## config.mk

```make
export PLATFORM = sky130hd
export DESIGN_NAME = h80_uart_tx_arbiter
export DESIGN_NICKNAME = d
export VERILOG_FILES = /design/src/rtl/h80_uart_tx_arbiter.sv
export SDC_FILE = /design/constraint.sdc
export NUM_CORES = 1
export LEC_CHECK = 0
export CAP_MARGIN = 10
export CORE_MARGIN = 3
export CORE_UTILIZATION = 30
export DETAILED_ROUTE_END_ITERATION = 10
export GPL_ROUTABILITY_DRIVEN = 0
export PLACE_DENSITY_LB_ADDON = 0.2
export SLEW_MARGIN = 30
export SYNTH_ARGS = -nofsm -noshare
export SYNTH_HDL_FRONTEND = slang
export SYNTH_SLANG_ARGS = --single-unit
```

## constraint.sdc

```tcl
create_clock -name clk -period 5.3 [get_ports clk]
set_input_delay 1.59 -clock clk [delete_from_list [all_inputs] [get_ports clk]]
set_output_delay 1.59 -clock clk [all_outputs]
set_load 0.005 [all_outputs]
```

## src/rtl/h80_uart_tx_arbiter.sv

```systemverilog
// h80_uart_tx_arbiter: round-robin share of one UART transmitter among NUM_REQ byte producers.
// Latency: req_valid to req_ready 2 cycles from idle, uart_en rises the cycle after req_ready.
// Backpressure: req_ready stays low while the UART is busy or another owner holds grant; UART_ARB_LOCK_EN keeps messages contiguous.
module h80_uart_tx_arbiter #(
    parameter int NUM_REQ      = 4,
    parameter int BUSY_TIMEOUT = 64
) (
    input  logic                 clk,
    input  logic                 reset,
    input  logic [NUM_REQ-1:0]   req_valid,
    input  logic [8*NUM_REQ-1:0] req_data,
    input  logic [NUM_REQ-1:0]   req_last,
    output logic [NUM_REQ-1:0]   req_ready,
    output logic [7:0]           uart_data,
    output logic                 uart_en,
    input  logic                 uart_busy,
    output logic [NUM_REQ-1:0]   grant,
    output logic                 timeout_err,
    input  logic                 err_clr
);
    localparam int IDX_W = (NUM_REQ > 1) ? $clog2(NUM_REQ) : 1;

    typedef enum logic [2:0] {S_IDLE, S_LOAD, S_START, S_DRAIN, S_NEXT} state_t;

    state_t             state_q, state_d;
    logic [IDX_W-1:0]   owner_q, owner_d, rr_q, rr_d;
    logic [IDX_W-1:0]   pick_idx, cand, owner_inc;
    logic               pick_vld;
    logic [NUM_REQ-1:0] grant_d;
    logic [7:0]         uart_data_d, timer_q, timer_d;
    logic               uart_en_d, timeout_err_d;
`ifdef UART_ARB_LOCK_EN
    logic               last_q, last_d, lock_q, lock_d;
`else
    logic               unused_last;
    assign unused_last = ^req_last;
`endif

    // First valid requester at or after the rotation pointer.
    always_comb begin
        pick_vld = 1'b0;
        pick_idx = '0;
        cand     = '0;
        for (int k = NUM_REQ - 1; k >= 0; k--) begin
            cand = IDX_W'((int'(rr_q) + k) % NUM_REQ);
            if (req_valid[cand]) begin
                pick_vld = 1'b1;
                pick_idx = cand;
            end
        end
    end

    assign owner_inc = (owner_q == IDX_W'(NUM_REQ - 1)) ? '0 : owner_q + IDX_W'(1);
    assign req_ready = (state_q == S_LOAD) ? (grant & req_valid) : '0;

    always_comb begin
        state_d       = state_q;
        owner_d       = owner_q;
        rr_d          = rr_q;
        grant_d       = grant;
        uart_data_d   = uart_data;
        uart_en_d     = uart_en;
        timer_d       = timer_q;
        timeout_err_d = timeout_err & ~err_clr;
`ifdef UART_ARB_LOCK_EN
        last_d        = last_q;
        lock_d        = lock_q;
`endif
        case (state_q)
            S_IDLE: begin
                if (pick_vld && !uart_busy) begin
                    owner_d           = pick_idx;
                    grant_d           = '0;
                    grant_d[pick_idx] = 1'b1;
                    state_d           = S_LOAD;
                end
            end
            S_LOAD: begin
                if (req_valid[owner_q]) begin
                    uart_data_d = req_data[{owner_q, 3'b000} +: 8];
                    uart_en_d   = 1'b1;
                    timer_d     = '0;
                    state_d     = S_START;
`ifdef UART_ARB_LOCK_EN
                    last_d      = req_last[owner_q];
`endif
                end else begin
`ifdef UART_ARB_LOCK_EN
                    // A locked owner between message bytes keeps the UART.
                    if (!lock_q) begin
                        grant_d = '0;
                        state_d = S_IDLE;
                    end
`else
                    grant_d = '0;
                    state_d = S_IDLE;
`endif
                end
            end
            S_START: begin
                if (uart_busy) begin
                    uart_en_d = 1'b0;
                    state_d   = S_DRAIN;
                end else if (timer_q == 8'(BUSY_TIMEOUT - 1)) begin
                    // Byte is treated as consumed; move on so service never stalls.
                    uart_en_d     = 1'b0;
                    timeout_err_d = 1'b1;
                    grant_d       = '0;
                    rr_d          = owner_inc;
                    state_d       = S_IDLE;
`ifdef UART_ARB_LOCK_EN
                    lock_d        = 1'b0;
`endif
                end else begin
                    timer_d = timer_q + 8'd1;
                end
            end
            S_DRAIN: begin
                if (!uart_busy) state_d = S_NEXT;
            end
            S_NEXT: begin
`ifdef UART_ARB_LOCK_EN
                if (!last_q) begin
                    lock_d  = 1'b1;
                    state_d = S_LOAD;
                end else begin
                    lock_d  = 1'b0;
                    rr_d    = owner_inc;
                    grant_d = '0;
                    state_d = S_IDLE;
                end
`else
                rr_d    = owner_inc;
                grant_d = '0;
                state_d = S_IDLE;
`endif
            end
            default: state_d = S_IDLE;
        endcase
    end

    always_ff @(posedge clk or posedge reset) begin
        if (reset) begin
            state_q     <= S_IDLE;
            owner_q     <= '0;
            rr_q        <= '0;
            grant       <= '0;
            uart_data   <= '0;
            uart_en     <= 1'b0;
            timer_q     <= '0;
            timeout_err <= 1'b0;
`ifdef UART_ARB_LOCK_EN
            last_q      <= 1'b0;
            lock_q      <= 1'b0;
`endif
        end else begin
            state_q     <= state_d;
            owner_q     <= owner_d;
            rr_q        <= rr_d;
            grant       <= grant_d;
            uart_data   <= uart_data_d;
            uart_en     <= uart_en_d;
            timer_q     <= timer_d;
            timeout_err <= timeout_err_d;
`ifdef UART_ARB_LOCK_EN
            last_q      <= last_d;
            lock_q      <= lock_d;
`endif
        end
    end
endmodule

```

Word level (Yosys, flattened, before mapping)

Index checks and enable logic that the tools add are counted.

Add/subtract/negate cells: 5
Reductions and logical operators: 14
Muxes and demuxes: 47
Bitwise gates (word level): 3
Order comparisons: 7
Eq/ne operators: 14
Shift-type cells: 1

Operator list:

| kind                                                                          | count |
|---|---|
| 32-bit by 6-bit variable part select with 8-bit output                        | 1 |
| 8-bit 2-to-1 mux                                                              | 3 |
| 4-bit 2-to-1 mux                                                              | 5 |
| 2-bit by 3-bit less-than comparator with 1-bit output (second input constant) | 6 |
| 1-bit 2-to-1 mux                                                              | 16 |
| 2-bit 2-to-1 mux                                                              | 8 |
| 4-bit one-hot mux with 4 select lines                                         | 1 |
| 8-bit one-hot mux with 2 select lines                                         | 1 |
| 3-bit 2-to-1 mux                                                              | 4 |
| 2-bit inequality test (second input constant)                                 | 6 |
| 3-bit one-hot mux with 4 select lines                                         | 1 |
| 1-bit binary-select mux with 2-bit select                                     | 5 |
| 3-bit AND reduction                                                           | 3 |
| 8-bit by 1-bit adder with 8-bit output (second input constant)                | 1 |
| 8-bit by 6-bit equality test with 1-bit output (second input constant)        | 1 |
| 3-bit by 2-bit equality test with 1-bit output (second input constant)        | 2 |
| 5-bit AND reduction                                                           | 1 |
| 2-bit by 1-bit adder with 2-bit output (second input constant)                | 2 |
| 2-bit adder (second input constant)                                           | 2 |
| 4-bit AND                                                                     | 1 |
| 2-bit one-hot mux with 2 select lines                                         | 1 |
| 2-bit AND reduction                                                           | 2 |
| 4-bit AND reduction                                                           | 1 |
| 2-bit nonzero test                                                            | 2 |
| other kinds (14)                                                              | 15 |

Register bits: 29
Output and inout bits: 18
Word-level logic and storage cells: 99

Depth between registers and ports, before layout

Depth after elaboration: 13
Depth in mapped cells: 7
Mapped depth without buffers: 5

Least setup slack after synthesis

No wires, ideal clock.

Path kind: input port to output port
Start point: input port req_valid[0]
End point: output port req_ready[0]
Slack: 1.983 ns
Stages on the path: 1
Arrival time: 1.727 ns
Data required time: 3.710 ns
Cells stage by stage: and3_1

Word-level cells in the longest chain between the ends: 2

Ends and longest elaborated chain:

| what               | RTL line | text |
|---|---|---|
| start: declaration | 10       | `input logic [NUM_REQ-1:0] req_valid,` |
| 4-bit AND          | 54       | `assign req_ready = (state_q == S_LOAD) ? (grant & req_valid) : '0;` |
| 4-bit 2-to-1 mux   | 54       |  |
| end: declaration   | 13       | `output logic [NUM_REQ-1:0] req_ready,` |

No other way between the ends.

Final worst setup path

Ends and elaborated chain as after synthesis.

==> flow_summary.yaml <==
logic_synthesis:
  synth.distinct_cells: 38
  synthesis.nets: 223
  synth-edff-count: 0
  seq_area_frac_synth: 0.428
  async_reset_ff_frac: 1.00
  netlist_instances: 177
  synth_commonest_cells: "nand2_1, dfrtp_1, o21ai_0, a21oi_1"
  synth_top_cell_area_share: 0.428
  synth_top_flop_cell: "dfrtp_1"
  synth_top_area_cell: "dfrtp_1"
  syn_area_sq_um: 1700
  ys.warnings.count: 0
  ys_top_cells_by_area: "dfrtp_1, mux4_2, nand2_1"
  synth.most_common_cell: "nand2_1"
  syn_avg_cell_area_sq_um: 9.59
  synth_seq_cells: 29
power_and_ir_drop:
  switching_share: 0.358
  seqPwrFrac: 0.395
  pwr-share-clk: 0.197
  p_leak_nw: 1.00
  ir_worst_vdd_uv: 238
  comb_power_share: 0.408
  power_density_nw_per_um2: 422
  internal_power_mw: 0.656
  p_sw_mw: 0.365
sta:
  max-slew-margin-rel: 0.396
  timing.final.ws_setup_ns: 0.802
  slew_viol_final: 0
  timing_hold_violations_final: 0
  rsz0062_at_grt: "no"
  max_freq_ghz: 0.222
  skew_ns: 0.00668
  tightestPinTransition_ns: 0.906
  finalCriticalPeriod_ns: 4.50
  finalSetupViolCount: 0
  tns_ns: 0
  holdWs_ns: 0.473
  final.period_utilization: 0.849
die:
  io_pins: 62
  die_area_sq_um: 6590
  initial_core_util: 0.320
  die_h_microns: 81.2
  std_cell_rows: 26
  core_area_sq_um: 5300
  fp.dieW_microns: 81.2
run:
  cap_viol_max_count: 0
worst_setup_path:
  endpoint_kind: "output port"
  worstSetupPathType: "input pin to output port"
  arrival_ns: 2.91
  worst_ep_required_time_ns: 3.71
  startpoint_type: "input pin"
  crit_fanout: 8
finish:
  drive_above_1_share: 0.0858
  layout.nets: 278
  final_cell_count_no_fill: 303
  syn2layout_area_growth_pct: 42.5
  n_antenna_cell: 0
  utilization: 0.456
drt:
  drc: 0
  firstDrtPassIters: 4
  route.vias.total: 1517
  via_per_inst: 5.01
  wl_per_cell_microns: 14.3
  wl_microns: 4340
  first_iter_violations: 61
  antenna_left: 0
clock_tree:
  numClockSinks: 29
  cts_inserted_buffers: 5
  cts-root-buf: "clkbuf_8"
  insertion_delay_ns: 0.28
  clkTransAtPathRegs_ns: 0.07
  cts_tree: "done"
  ctsHoldBuffers: 0
  cts-resized-gates: 0
  h-tree-depth: 2
  cts_buffer_depth: 2
  cts_setup_buffers: 0
global_routing:
  grt_pass1_wl_microns: 6870
  antenna_found_initial: 0
  grt_util_all_layers: 0.137
  grt_pass1_vias: 1432
  grt_max_degree: 30
  overflow: 0
place:
  numPlacedInstances: 295
  place_ws_ns: 0.816
  numPortBuffers: 57
  place_hpwl_microns: 3180
min_path:
  hold_class: "flip-flop to flip-flop"
status:
  outcome: "complete, no violations"
[state kept, by name, indices dropped and copies added, names as in the netlist]
name	flops
uart_data	8
timeout_err	1
rr_q	2
state_q	3
timer_q	8
uart_en	1
grant	4
owner_q	2
[through the flow]
stage,instance area (sq um),power [mW]
global placement,2320,0.829
global route,2420,1.11
floorplan,1700,0.647
detailed placement,2320,0.829
CTS,2420,1.04
finish,2420,1.02
[layout by cell type, fill, tap and decap left out, types with 2 or more instances in the layout]
master	count
nand2_1	36
or4_1	5
a21oi_1	10
dfrtp_1	29
nor3b_1	4
inv_1	8
nand2b_1	2
ha_1	2
mux4_2	9
a22oi_1	2
nor2_1	9
o31ai_1	4
and3_1	5
mux2i_1	3
o22ai_1	5
o21ai_0	11
clkbuf_8	7
clkdlybuf4s50_1	57
nand3_1	6
[critical path: stages]
cell             delay [ns]
clkdlybuf4s50_1        0.61
and3_1                 0.20
clkdlybuf4s50_1        0.51
[worst paths after layout]
kind	slack, ns	endpoint	startpoint	cells after the start
setup / recovery	0.80	req_ready[0]	req_valid[0]	3
min in group asynchronous	1.68	uart_data[5]$_DFFE_PP0P_	reset	3
hold / removal	0.47	uart_data[0]$_DFFE_PP0P_	uart_data[0]$_DFFE_PP0P_	2
max in group asynchronous	3.34	grant[0]$_DFFE_PP0P_	reset	3
setup reg to reg	3.12	uart_en$_DFFE_PP0P_	state_q[0]$_DFFE_PP0P_	4
hold reg to reg	0.47	uart_data[0]$_DFFE_PP0P_	uart_data[0]$_DFFE_PP0P_	2
[power groups by stage]
stage                     Sequential, mW  Clock [mW]  Combinational [mW]
after floorplan                    0.354           0               0.293
after global placement             0.410           0               0.418
after detailed placement           0.409           0               0.420
after CTS                          0.407       0.206               0.422
after global routing               0.423       0.215               0.472
final                              0.403       0.201               0.416
[final cells by class]
class | count | area [sq um]
clock buffer | 7 | 96.3
clock inverter | 1 | 5.00
fill | 509 | 2890
inverter | 8 | 30.0
multi-input combinational | 130 | 895
sequential | 29 | 726
tap | 70 | 87.6
timing repair buffer | 58 | 578
[metal layers]
metal	track usage	part of all wire	up-vias
met5	0	0	-
met4	0.0608	0.026	0
met3	0.0399	0.050	12
met2	0.196	0.47	38
met1	0.191	0.46	713
li1	-	-	754
[cell families (layout without fill, tap and decap cells)]
group	count (synthesis)	after routing	share of synthesized area
flip-flops	29	29	0.428
XOR/XNOR	1	1	0.00516
multiplexers	13	13	0.144
AO/OA/AOI/OAI	41	41	0.152
buffers and inverters	18	74	0.0450
adder cells (fa/ha/maj)	2	2	0.0147
AND/OR/NAND/NOR	73	73	0.212
Power figures use the tool's default switching activity.
